### config.mk
export PLATFORM = sky130hd
export DESIGN_NAME = instr_issue_seq
export DESIGN_NICKNAME = d
export VERILOG_FILES = /design/src/rtl/isa_pkg.sv /design/src/rtl/fetch_pc_next.sv /design/src/rtl/instr_issue_seq.sv
export SDC_FILE = /design/constraint.sdc
export NUM_CORES = 1
export LEC_CHECK = 0
export CAP_MARGIN = 0
export CORE_UTILIZATION = 42
export CTS_CLUSTER_DIAMETER = 50
export DETAILED_ROUTE_END_ITERATION = 10
export HOLD_SLACK_MARGIN = 0.06
export PLACE_DENSITY = 0.77
export SKIP_LAST_GASP = 1
export SYNTH_ARGS = -nofsm -noshare
export SYNTH_HDL_FRONTEND = slang
export SYNTH_SLANG_ARGS = --single-unit
### constraint.sdc
create_clock -name clk -period 3.6 [get_ports clk]
set_input_delay 0.54 -clock clk [delete_from_list [all_inputs] [get_ports clk]]
set_output_delay 0.54 -clock clk [all_outputs]
set_load 0.03 [all_outputs]
### src/rtl/isa_pkg.sv
`default_nettype none
// ============================================================================
//  Module      : isa_pkg
//  Description : Opcode map, instruction field positions and sequencer state
//                encoding shared by the fetch/issue sequencer.
//  Revision    : 1.0 - initial release
// ============================================================================
package isa_pkg;

    localparam logic [5:0] OP_LW    = 6'b000000;
    localparam logic [5:0] OP_SW    = 6'b000001;
    localparam logic [5:0] OP_BEQ   = 6'b000010;
    localparam logic [5:0] OP_ADD   = 6'b000011;
    localparam logic [5:0] OP_SUB   = 6'b000100;
    localparam logic [5:0] OP_MUL   = 6'b000101;
    localparam logic [5:0] OP_DIV   = 6'b000110;
    localparam logic [5:0] OP_FLOAT = 6'b000111;

    localparam logic [5:0] OP_MAX_LEGAL = OP_FLOAT;

    localparam int OPC_MSB = 31;
    localparam int OPC_LSB = 26;
    localparam int IMM_MSB = 15;
    localparam int IMM_LSB = 0;

    typedef enum logic [2:0] {
        ST_IDLE  = 3'd0,
        ST_FETCH = 3'd1,
        ST_ISSUE = 3'd2,
        ST_WAIT  = 3'd3,
        ST_HALT  = 3'd4
    } state_e;

    function automatic logic is_legal_op(input logic [5:0] op);
        return (op <= OP_MAX_LEGAL);
    endfunction

endpackage : isa_pkg
`default_nettype wire

### src/rtl/fetch_pc_next.sv
`default_nettype none
// ============================================================================
//  Module      : fetch_pc_next
//  Description : Next-PC adder: PC+1, or PC+1+sext(imm16) when taken, modulo
//                2^AW.
//  Revision    : 1.0 - initial release
// ============================================================================
module fetch_pc_next #(
    parameter int unsigned AW = 8
) (
    input  logic [AW-1:0] pc,
    input  logic [15:0]   imm16,
    input  logic          taken,
    output logic [AW-1:0] next_pc
);

    logic [AW-1:0] w_imm;

    // Dropping the high bits of the offset is exact under modulo-2^AW arithmetic.
    if (AW <= 16) begin : g_imm_trunc
        assign w_imm = imm16[AW-1:0];
    end else begin : g_imm_sext
        assign w_imm = {{(AW-16){imm16[15]}}, imm16};
    end

    assign next_pc = pc + AW'(1) + (taken ? w_imm : '0);

endmodule : fetch_pc_next
`default_nettype wire

### src/rtl/instr_issue_seq.sv
`default_nettype none
// ============================================================================
//  Module      : instr_issue_seq
//  Description : Single-issue fetch/issue sequencer owning the PC, feeding the
//                combinational decoder and consuming its branch decision.
//  Revision    : 1.0 - initial release
// ============================================================================
module instr_issue_seq
    import isa_pkg::*;
#(
    parameter int unsigned   AW       = 8,
    parameter logic [AW-1:0] RESET_PC = '0
) (
    input  logic          clk,
    input  logic          rst,
    input  logic          start,
    output logic          imem_req,
    output logic [AW-1:0] imem_addr,
    input  logic [31:0]   imem_rdata,
    input  logic          imem_valid,
    output logic [5:0]    comman,
    output logic [31:0]   instr,
    output logic          issue_valid,
    input  logic          nPC_sel,
    input  logic          stall,
    output logic          halted,
    output logic          illegal
);

    state_e        r_state_q,    w_state_d;
    logic [AW-1:0] r_pc_q,       w_pc_d;
    logic [31:0]   r_instr_q,    w_instr_d;
    logic          r_br_taken_q, w_br_taken_d;
    logic          r_illegal_q,  w_illegal_d;
    logic          r_imem_req_q;
    logic          r_issue_valid_q;
    logic          r_halted_q;

    logic [AW-1:0] w_next_pc;
    logic          w_taken_sel;

    // In ISSUE the decoder answer is live; in WAIT only the latched copy counts.
    assign w_taken_sel = (r_state_q == ST_ISSUE) ? nPC_sel : r_br_taken_q;

    fetch_pc_next #(
        .AW (AW)
    ) u_pc_next (
        .pc      (r_pc_q),
        .imm16   (r_instr_q[IMM_MSB:IMM_LSB]),
        .taken   (w_taken_sel),
        .next_pc (w_next_pc)
    );

    always_comb begin
        w_state_d    = r_state_q;
        w_pc_d       = r_pc_q;
        w_instr_d    = r_instr_q;
        w_br_taken_d = r_br_taken_q;
        w_illegal_d  = r_illegal_q;
        case (r_state_q)
            ST_IDLE: begin
                if (start) begin
                    w_pc_d    = RESET_PC;
                    w_state_d = ST_FETCH;
                end
            end
            ST_FETCH: begin
                if (imem_valid) begin
                    w_instr_d = imem_rdata;
                    if (is_legal_op(imem_rdata[OPC_MSB:OPC_LSB])) begin
                        w_state_d = ST_ISSUE;
                    end else begin
                        w_illegal_d = 1'b1;
                        w_state_d   = ST_HALT;
                    end
                end
            end
            ST_ISSUE: begin
                w_br_taken_d = nPC_sel;
                if (stall) begin
                    w_state_d = ST_WAIT;
                end else begin
                    w_pc_d    = w_next_pc;
                    w_state_d = ST_FETCH;
                end
            end
            ST_WAIT: begin
                if (!stall) begin
                    w_pc_d    = w_next_pc;
                    w_state_d = ST_FETCH;
                end
            end
            ST_HALT: begin
                if (start) begin
                    w_illegal_d = 1'b0;
                    w_pc_d      = RESET_PC;
                    w_state_d   = ST_FETCH;
                end
            end
            default: begin
                w_state_d = ST_IDLE;
            end
        endcase
    end

    // Outputs are decoded from the next state so they line up with the state register.
    always_ff @(posedge clk) begin
        if (rst) begin
            r_state_q       <= ST_IDLE;
            r_pc_q          <= RESET_PC;
            r_instr_q       <= '0;
            r_br_taken_q    <= 1'b0;
            r_illegal_q     <= 1'b0;
            r_imem_req_q    <= 1'b0;
            r_issue_valid_q <= 1'b0;
            r_halted_q      <= 1'b0;
        end else begin
            r_state_q       <= w_state_d;
            r_pc_q          <= w_pc_d;
            r_instr_q       <= w_instr_d;
            r_br_taken_q    <= w_br_taken_d;
            r_illegal_q     <= w_illegal_d;
            r_imem_req_q    <= (w_state_d == ST_FETCH);
            r_issue_valid_q <= (w_state_d == ST_ISSUE);
            r_halted_q      <= (w_state_d == ST_HALT);
        end
    end

    assign imem_req    = r_imem_req_q;
    assign imem_addr   = r_pc_q;
    assign instr       = r_instr_q;
    assign comman      = r_instr_q[OPC_MSB:OPC_LSB];
    assign issue_valid = r_issue_valid_q;
    assign halted      = r_halted_q;
    assign illegal     = r_illegal_q;

endmodule : instr_issue_seq
`default_nettype wire

==> impl_metrics.csv, run 1 <==
group,metric,value,unit
synthesis,synth_top_flop_cell,"dfxtp_1",
timing,grt_setup_unrepaired,"no",
cells_and_area,fin_nets,383,
power_and_ir_drop,p_per_area,358,mW/mm^2
global_route,gr-usage-all-layers,19.9,%
global_route,grt_max_degree,34,
clock_network,clk_latency,0.30,ns
floorplanning,ios,88,
synthesis,synth_top_area_share,45.6,%
synthesis,synth_common_cells,"nand2_1 (68), dfxtp_1 (48), a21oi_1 (39), nor2_1 (17), clkbuf_1 (12)",
global_route,grt_pass1_vias,1746,
synthesis,synth_most_common_cell,"nand2_1",
run,maxCapViolations,0,
timing,max_freq,355,MHz
timing,hold_viol_final,0,
timing,finalCriticalPeriod,2.81,ns
setup_path,path_max_fanout,9,
clock_network,cts_buffer_depth,2,
setup_path,r2r-end,"imem_addr[6]",
setup_path,reg2reg_slack,0.79,ns
clock_network,cts_made_buffers,5,
placed_design,dp_hpwl,3.57,mm
synthesis,syn_nets,306,
global_route,grt_remaining_overflow,0,
cells_and_area,num_antenna_cells,0,
timing,fin_crit_sh,78.1,%
clock_network,clkTransAtPathRegs,0.09,ns
synthesis,yosys-top-cells-area,"dfxtp_1 (46%), nand2_1 (12%), a21oi_1 (9.3%)",
worst_hold_path,min_path_type,"reg -> reg",
clock_network,cts_resized,0,
timing,maxSlewViolCount,0,
routing,drtIter0Drc,87,
synthesis,yosysWarningCount,0,
synthesis,ys_ff_latch,48,
synthesis,synth.distinct_cells,34,
clock_network,htree_levels,2,
run_status,outcome,"finished clean",
floorplanning,die_y,72.8,um
routing,ant_nets,0,
timing,finalSetupViolCount,0,
floorplanning,design.core.area,0.00479,mm^2
routing,drc,0,
clock_network,cts_setup_buffers,0,
power_and_ir_drop,leakagePower,1.17,nW
timing,worst_slew_pin_slew,0.614,ns
routing,wire_per_inst,12.4,um
synthesis,syn_inst,259,
worst_hold_path,worstHoldPathCells,2,
global_route,antenna_found_initial,0,
setup_path,arrival,2.98,ns
power_and_ir_drop,ir_worst_vdd,244,uV
placed_design,dpl.cell_count,396,
floorplanning,fp.dieW,72.8,um
placed_design,portBuffers,87,
routing,routed-via-count,1944,
timing,setup_slack,0.787,ns
floorplanning,fp.dieArea,0.00530,mm^2
synthesis,yosys.area.top_type,"dfxtp_1",
routing,firstDrtPassIters,4,
routing,wl,5.00,mm
setup_path,crit_path_start_kind,"flop",
cells_and_area,final_cells,404,
setup_path,endpoint_kind,"flop",
worst_hold_path,min_to,"instr[16]",
clock_network,cts.sinks,48,
cells_and_area,final_layout_size_suffix_gt1_share,4.75,%
global_route,grt_pass1_wl,8.03,mm
placed_design,pre_cts_ws,0.657,ns
placed_design,gp_congestion,0.827,
synthesis,yosysSeqAreaShare,45.6,%
floorplanning,start_util,44.0,%
clock_network,postCtsHoldBufs,0,
timing,fin_tns_setup,0,ns
clock_network,clockRootBuffer,"clkbuf_8",
cells_and_area,syn_to_final_growth,47.1,%
synthesis,synth_edf_count,0,
clock_network,cts_tree,"yes",
cells_and_area,fin_util,64.7,%
setup_path,worstSetupPathType,"reg -> reg",
setup_path,r2r-start,"r_state_q[1]",
synthesis,synthArstFlopShare,0,%
timing,max_slew_margin,59.0,%
synthesis,syn_avg_cell_area,8.13,um^2
timing,skew,0.00507,ns
synthesis,synth_area,0.00211,mm^2
worst_hold_path,holdCritStartpoint,"instr[16]",
setup_path,reg2reg_depth,10,
routing,routed_via_density,4.81,
floorplanning,fp-row-count,25,
setup_path,required,3.77,ns
## registers in the layout, indices dropped and copies added, names as in the netlist
name,count
r_state_q,3
imem_addr,8
imem_req,1
halted,1
instr,32
illegal,1
r_br_taken_q,1
issue_valid,1
## routing by layer
layer	track usage (%)	vias to the layer above	wire (um)
li1	-	1002	-
met1	25.4	869	2220
met2	30.0	67	2280
met3	8.56	6	445
met4	6.97	0	58
met5	0	-	0
## layout by cell type, fill, tap and decap left out, drive strengths merged, types with 4 or more instances in the layout
master / instances
and2b: 5
inv: 5
a22oi: 5
clkbuf: 6
a21oi: 40
nor2: 18
nand2b: 5
ha: 8
o21ai: 4
clkdlybuf4s50: 87
dfxtp: 48
nand2: 68
nor2b: 4
## critical path: stages, from the launching register on
cell and delay [ns]:
dfxtp_1 0.50, nor3b_2 0.26, mux2i_2 0.40, and2b_1 0.23, ha_1 0.33, nor2b_1 0.15, o21ai_0 0.15, nand2b_1 0.10
a311oi_1 0.31, xor2_1 0.18, o31ai_1 0.07
## cell type report
type,instances,area (um^2)
clock buffer,6,72.6
clock inverter,2,35.0
fill,416,1690
inverter,5,18.8
multi-input combinational,186,1030
sequential,48,961
tap,67,83.8
timing repair buffer,90,893
## through the flow
step,cell area (um^2),total power [mW],hold WS (ns)
4_1_cts,3100,1.12,0.461
3_3_place_gp,2990,0.737,0.440
5_1_grt,3100,1.16,0.475
2_1_floorplan,2110,0.653,0.518
6_report,3100,1.11,0.458
3_5_place_dp,2990,0.738,0.446
## cells by family after synthesis
family                     Yosys count  share of synthesized area [%]
and+or+nand+nor                    115                           25.4
adders and majority gates            9                           5.70
xor gates and xnor gates             5                           2.08
AOI/OAI and AO/OA                   56                           14.9
buffers and inverters               25                           5.64
DFF                                 48                           45.6
muxes                                1                          0.653
## how the worst max path moves through the flow
stage | slack [ns] | startpoint | depth (start not counted) | to
6_report | 0.79 | r_state_q[1] | 10 | imem_addr[6]
5_1_grt | 0.55 | r_state_q[1] | 10 | imem_addr[7]
4_1_cts | 0.80 | r_state_q[1] | 10 | imem_addr[6]
3_5_place_dp | 0.66 | nPC_sel | 10 | imem_addr[6]
3_3_place_gp | 0.69 | nPC_sel | 10 | imem_addr[6]
2_1_floorplan | 1.08 | r_state_q[2] | 11 | imem_addr[6]
## where the power goes
part,switching (mW),internal [mW]
logic,0.0858,0.0802
registers,0.0125,0.547
clock network,0.175,0.206
total,0.273,0.834
(Power assumes the default switching activity.)
==> inputs of run 2 (changes only) <==
Settings changed: CORE_UTILIZATION 42 to 38, PLACE_DENSITY 0.77 to 0.73.
Clock period 3.6 ns to 2.3 ns, I/O delays scaled along.
==> impl_metrics.csv, run 2 (synthesized netlist as in run 1, its figures left out) <==
group,metric,value,unit
timing,skew,0.00720,ns
floorplanning,fp.dieArea,0.00584,mm^2
placed_design,portBuffers,87,
floorplanning,die_y,76.4,um
floorplanning,ios,88,
setup_path,r2r-start,"r_state_q[2]",
timing,finalSetupViolCount,3,
timing,max_slew_margin,56.1,%
worst_hold_path,min_path_type,"reg -> reg",
clock_network,clk_latency,0.30,ns
floorplanning,start_util,40.2,%
run,maxCapViolations,0,
timing,fin_hold_ws,0.457,ns
cells_and_area,fin_nets,399,
setup_path,r2r-end,"imem_addr[7]",
timing,worst_slew_pin_slew,0.657,ns
timing,maxSlewViolCount,0,
setup_path,reg2reg_depth,11,
floorplanning,fp.dieW,76.4,um
routing,routed_via_density,4.82,
timing,hold_viol_final,0,
setup_path,cp-endpoint,"imem_addr[7]",
setup_path,arrival,2.49,ns
clock_network,clkTransAtPathRegs,0.09,ns
global_route,grt_remaining_overflow,0,
cells_and_area,multiInputGateArea,0.00110,mm^2
setup_path,endpoint_kind,"flop",
clock_network,postCtsHoldBufs,0,
setup_path,crit_path_start_kind,"flop",
clock_network,cts.sinks,48,
clock_network,cts_tree,"yes",
setup_path,path_max_fanout,7,
global_route,gr-usage-all-layers,18.3,%
routing,routed-via-count,2037,
placed_design,gp_congestion,0.795,
setup_path,reg2reg_slack,-0.01,ns
power_and_ir_drop,ir_worst_vdd,336,uV
routing,wire_per_inst,12.0,um
floorplanning,design.core.area,0.00524,mm^2
cells_and_area,fin_util,63.2,%
routing,wl,5.09,mm
global_route,grt_max_degree,34,
cells_and_area,num_antenna_cells,0,
clock_network,clockRootBuffer,"clkbuf_8",
cells_and_area,fillers,454,
cells_and_area,final_cell_mix,"clkdlybuf4s50_1 (86), nand2_1 (68), dfxtp_1 (46)",
timing,fin_crit_sh,101,%
cells_and_area,largest_register_ffs,32,
setup_path,required,2.48,ns
routing,drtIter0Drc,54,
placed_design,dpl.cell_count,410,
timing,finalCriticalPeriod,2.31,ns
global_route,grt_pass1_vias,1893,
floorplanning,fp-row-count,26,
power_and_ir_drop,leakagePower,1.26,nW
power_and_ir_drop,p_per_area,540,mW/mm^2
global_route,antenna_found_initial,0,
cells_and_area,final_layout_size_suffix_gt1_share,12.2,%
routing,firstDrtPassIters,4,
cells_and_area,final-seq-area,966,um^2
clock_network,cts_buffer_depth,2,
clock_network,cts_made_buffers,5,
setup_path,worstSetupPathType,"reg -> reg",
setup_path,critPathLaunch,"r_state_q[2]",
cells_and_area,syn_to_final_growth,57.3,%
timing,max_freq,432,MHz
placed_design,pre_cts_ws,-0.279,ns
timing,grt_setup_unrepaired,"yes",
global_route,grt_pass1_wl,8.54,mm
run_status,outcome,"finished, violations left",
placed_design,dp_hpwl,3.61,mm
cells_and_area,layout_commonest_cell,"clkdlybuf4s50_1",
routing,ant_nets,0,
routing,drc,0,
clock_network,htree_levels,2,
run_status,violations,"setup timing",
cells_and_area,final_cells,423,
timing,setup_slack,-0.0136,ns
## run 2: cell count changes in the layout (fill, tap and decap cells not counted), moves of 2 or more
cell,previous run,this run
buf_4,3,18
ha_1,8,5
dfxtp_1,48,46
ha_4,0,2
o21ai_0,4,2
o21ai_1,0,2
## run 2: worst min path at each step
stage                     startpoint         to  slack, ns  depth (start not counted)
after floorplan                start    illegal       0.46                          1
after global placement     instr[15]  instr[15]       0.44                          2
after detailed placement   instr[23]  instr[23]       0.45                          2
after CTS                  instr[23]  instr[23]       0.46                          2
after global routing       instr[19]  instr[19]       0.48                          2
final                      instr[19]  instr[19]       0.46                          2
## run 2: repair_timing
action                     in CTS  in global routing
buffers inserted                4                  1
pin swaps                       2                  1
resized for setup               8                  1
setup endpoints to repair       4                  5
## run 2: cell type report
cell class	count	share of cell area, %
Clock buffer	6	2.49
Tap cell	70	2.64
Sequential cell	48	29.2
Timing Repair Buffer	106	30.8
Multi-Input combinational cell	186	33.1
Clock inverter	2	1.17
Inverter	5	0.567
## run 2: per-layer routing
metal / wire length (um) / GRT usage, %
met1: 2230 / 21.7
met3: 459 / 7.43
met5: 0 / 0
met4: 63 / 5.77
met2: 2340 / 29.9
## run 2: worst max-delay path, cell delays in order, from the launching register on
cell and delay [ns]:
dfxtp_4 0.37, nor3b_4 0.20, mux2i_2 0.21, buf_4 0.16, buf_4 0.11, and2b_1 0.17, ha_1 0.29, a21o_1 0.20
a31oi_4 0.17, o21ai_1 0.11, nand4b_1 0.11, nand4b_1 0.10
## run 2: report_power, final
part | internal [mW] | switching (mW)
clock network | 0.356 | 0.288
logic | 0.132 | 0.139
registers | 0.856 | 0.0174
total | 1.34 | 0.445
## run 2: through the flow
step	power [mW]	cell area [um^2]	TNS (ns)
2_1_floorplan	1.02	2130	-0.00703
3_3_place_gp	1.16	3100	-0.873
3_5_place_dp	1.16	3100	-1.10
4_1_cts	1.81	3300	-0.0340
5_1_grt	1.87	3310	-0.549
6_report	1.79	3310	-0.0273
==> inputs of run 3 (changes only) <==
Settings changed: TNS_END_PERCENT from default to 50.
==> impl_metrics.csv, run 3 (synthesized netlist as in run 1, its figures left out) <==
group,metric,value,unit
cells_and_area,largest_register_ffs,32,
cells_and_area,fin_nets,398,
floorplanning,design.core.area,0.00524,mm^2
setup_path,r2r-end,"imem_addr[6]",
global_route,grt_pass1_wl,8.54,mm
timing,hold_viol_final,0,
timing,worst_slew_pin_slew,0.654,ns
global_route,grt_pass1_vias,1893,
setup_path,arrival,2.48,ns
placed_design,dpl.cell_count,410,
setup_path,cp_cell_sequence,"nor3b_4 > mux2i_2 > buf_4 > and2b_1 > ha_4 > nor2b_1 > o21ai_1 > nand2b_1 > a311oi_2 > xor2_1 > o31ai_1",
routing,routed-via-count,2040,
run_status,outcome,"finished, violations left",
clock_network,clkTransAtPathRegs,0.09,ns
setup_path,critical_path.top_delay_family,"simple AND/OR/NAND/NOR gates",
routing,ant_nets,0,
routing,firstDrtPassIters,4,
run_status,violations,"setup timing",
cells_and_area,syn_to_final_growth,56.9,%
routing,wl,5.12,mm
worst_hold_path,holdCritStartpoint,"instr[19]",
routing,drc,0,
cells_and_area,final_cell_mix,"clkdlybuf4s50_1 (86), nand2_1 (68), dfxtp_1 (46)",
cells_and_area,fin_util,63.1,%
timing,skew,0.00700,ns
cells_and_area,fillers,456,
setup_path,crit_path_start_kind,"flop",
timing,fin_crit_sh,101,%
floorplanning,fp.dieW,76.4,um
setup_path,cp_slowest_cell,"dfxtp_4",
setup_path,reg2reg_depth,11,
power_and_ir_drop,finalPower,1.79,mW
floorplanning,die_y,76.4,um
routing,wire_per_inst,12.1,um
timing,grt_setup_unrepaired,"yes",
setup_path,cp_slowest_stage_delay,0.37,ns
power_and_ir_drop,ir_worst_vdd,336,uV
clock_network,cts_tree,"yes",
setup_path,endpoint_kind,"flop",
placed_design,gp_congestion,0.795,
timing,finalCriticalPeriod,2.31,ns
placed_design,dp_hpwl,3.61,mm
setup_path,worstSetupPathType,"reg -> reg",
global_route,grt_max_degree,34,
setup_path,cp_num_buf_inv,1,
timing,maxSlewViolCount,0,
setup_path,path_max_fanout,8,
clock_network,clk_latency,0.30,ns
floorplanning,fp.dieArea,0.00584,mm^2
setup_path,required,2.47,ns
placed_design,portBuffers,87,
global_route,grt_remaining_overflow,0,
worst_hold_path,min_to,"instr[19]",
worst_hold_path,worstHoldPathCells,2,
power_and_ir_drop,p_per_area,541,mW/mm^2
cells_and_area,layout_commonest_cell,"clkdlybuf4s50_1",
clock_network,postCtsHoldBufs,0,
clock_network,clockRootBuffer,"clkbuf_8",
timing,fin_tns_setup,-0.0215,ns
timing,max_freq,432,MHz
timing,setup_slack,-0.0140,ns
setup_path,r2r-start,"r_state_q[2]",
worst_hold_path,min_path_type,"reg -> reg",
floorplanning,ios,88,
clock_network,htree_levels,2,
cells_and_area,num_antenna_cells,0,
timing,max_slew_margin,56.3,%
global_route,gr-usage-all-layers,18.3,%
timing,finalSetupViolCount,3,
floorplanning,start_util,40.2,%
routing,routed_via_density,4.83,
cells_and_area,final_cells,422,
global_route,antenna_found_initial,0,
clock_network,cts.sinks,48,
clock_network,cts_made_buffers,5,
setup_path,reg2reg_slack,-0.01,ns
run,maxCapViolations,0,
clock_network,cts_buffer_depth,2,
power_and_ir_drop,leakagePower,1.25,nW
routing,drtIter0Drc,68,
cells_and_area,final_layout_size_suffix_gt1_share,11.9,%
floorplanning,fp-row-count,26,
==> run 3: cell count changes in the layout (fill, tap and decap cells not counted) <==
cell   change
buf_4      -1
==> run 3: layout make-up <==
type | count | area (um^2) | area share, %
timing repair buffer | 105 | 1010 | 30.7
tap | 70 | 87.6 | 2.65
clock buffer | 6 | 82.6 | 2.50
sequential | 48 | 966 | 29.2
multi-input combinational | 186 | 1100 | 33.2
clock inverter | 2 | 38.8 | 1.17
inverter | 5 | 18.8 | 0.568
==> run 3: stage by stage <==
stage	area (um^2)	setup WS (ns)	hold slack, ns
4_1_cts	3300	-0.0209	0.459
2_1_floorplan	2130	-0.00703	0.460
3_5_place_dp	3100	-0.279	0.446
5_1_grt	3300	-0.151	0.477
6_report	3300	-0.0140	0.458
3_3_place_gp	3100	-0.253	0.441
==> run 3: layer usage <==
metal  global-route usage (%)  part of all wire, %
met1                     21.7                   45
met2                     29.9                   45
met3                     7.43                  8.1
met4                     5.77                  1.2
met5                        0                    0
==> run 3: worst max-delay path by stage <==
stage	slack [ns]	start	end	cells after the start
finish	-0.01	r_state_q[2]	imem_addr[6]	11
global route	-0.15	r_state_q[2]	imem_addr[7]	11
CTS	-0.02	r_state_q[2]	imem_addr[6]	11
detailed placement	-0.28	nPC_sel	imem_addr[6]	11
global placement	-0.25	nPC_sel	imem_addr[6]	11
floorplan	-0.007	r_state_q[2]	imem_addr[6]	11
==> run 3: report_power, final <==
part	total, mW	internal, mW	switching [mW]
clock	0.644	0.356	0.288
sequential	0.874	0.856	0.0175
combinational	0.271	0.131	0.140
total	1.79	1.34	0.445
==> run 3: worst reg2reg max path, delay by kind of cell, from the launching register on <==
family	cells	cell delay (ns)
AND/OR/NAND/NOR	4	0.62
AO/OA/AOI/OAI	3	0.41
flip-flops	1	0.37
adder cells (fa/ha/maj)	1	0.23
multiplexers	1	0.21
XOR/XNOR	1	0.17
buffers and inverters	1	0.16
==> run 3: repair_timing <==
item / CTS / global route
endpoints found under the hold margin: 0 / 0
setup endpoints to repair: 4 / 5
gates resized for setup: 8 / 1
pin swaps: 1 / 0
buffers inserted: 4 / 0
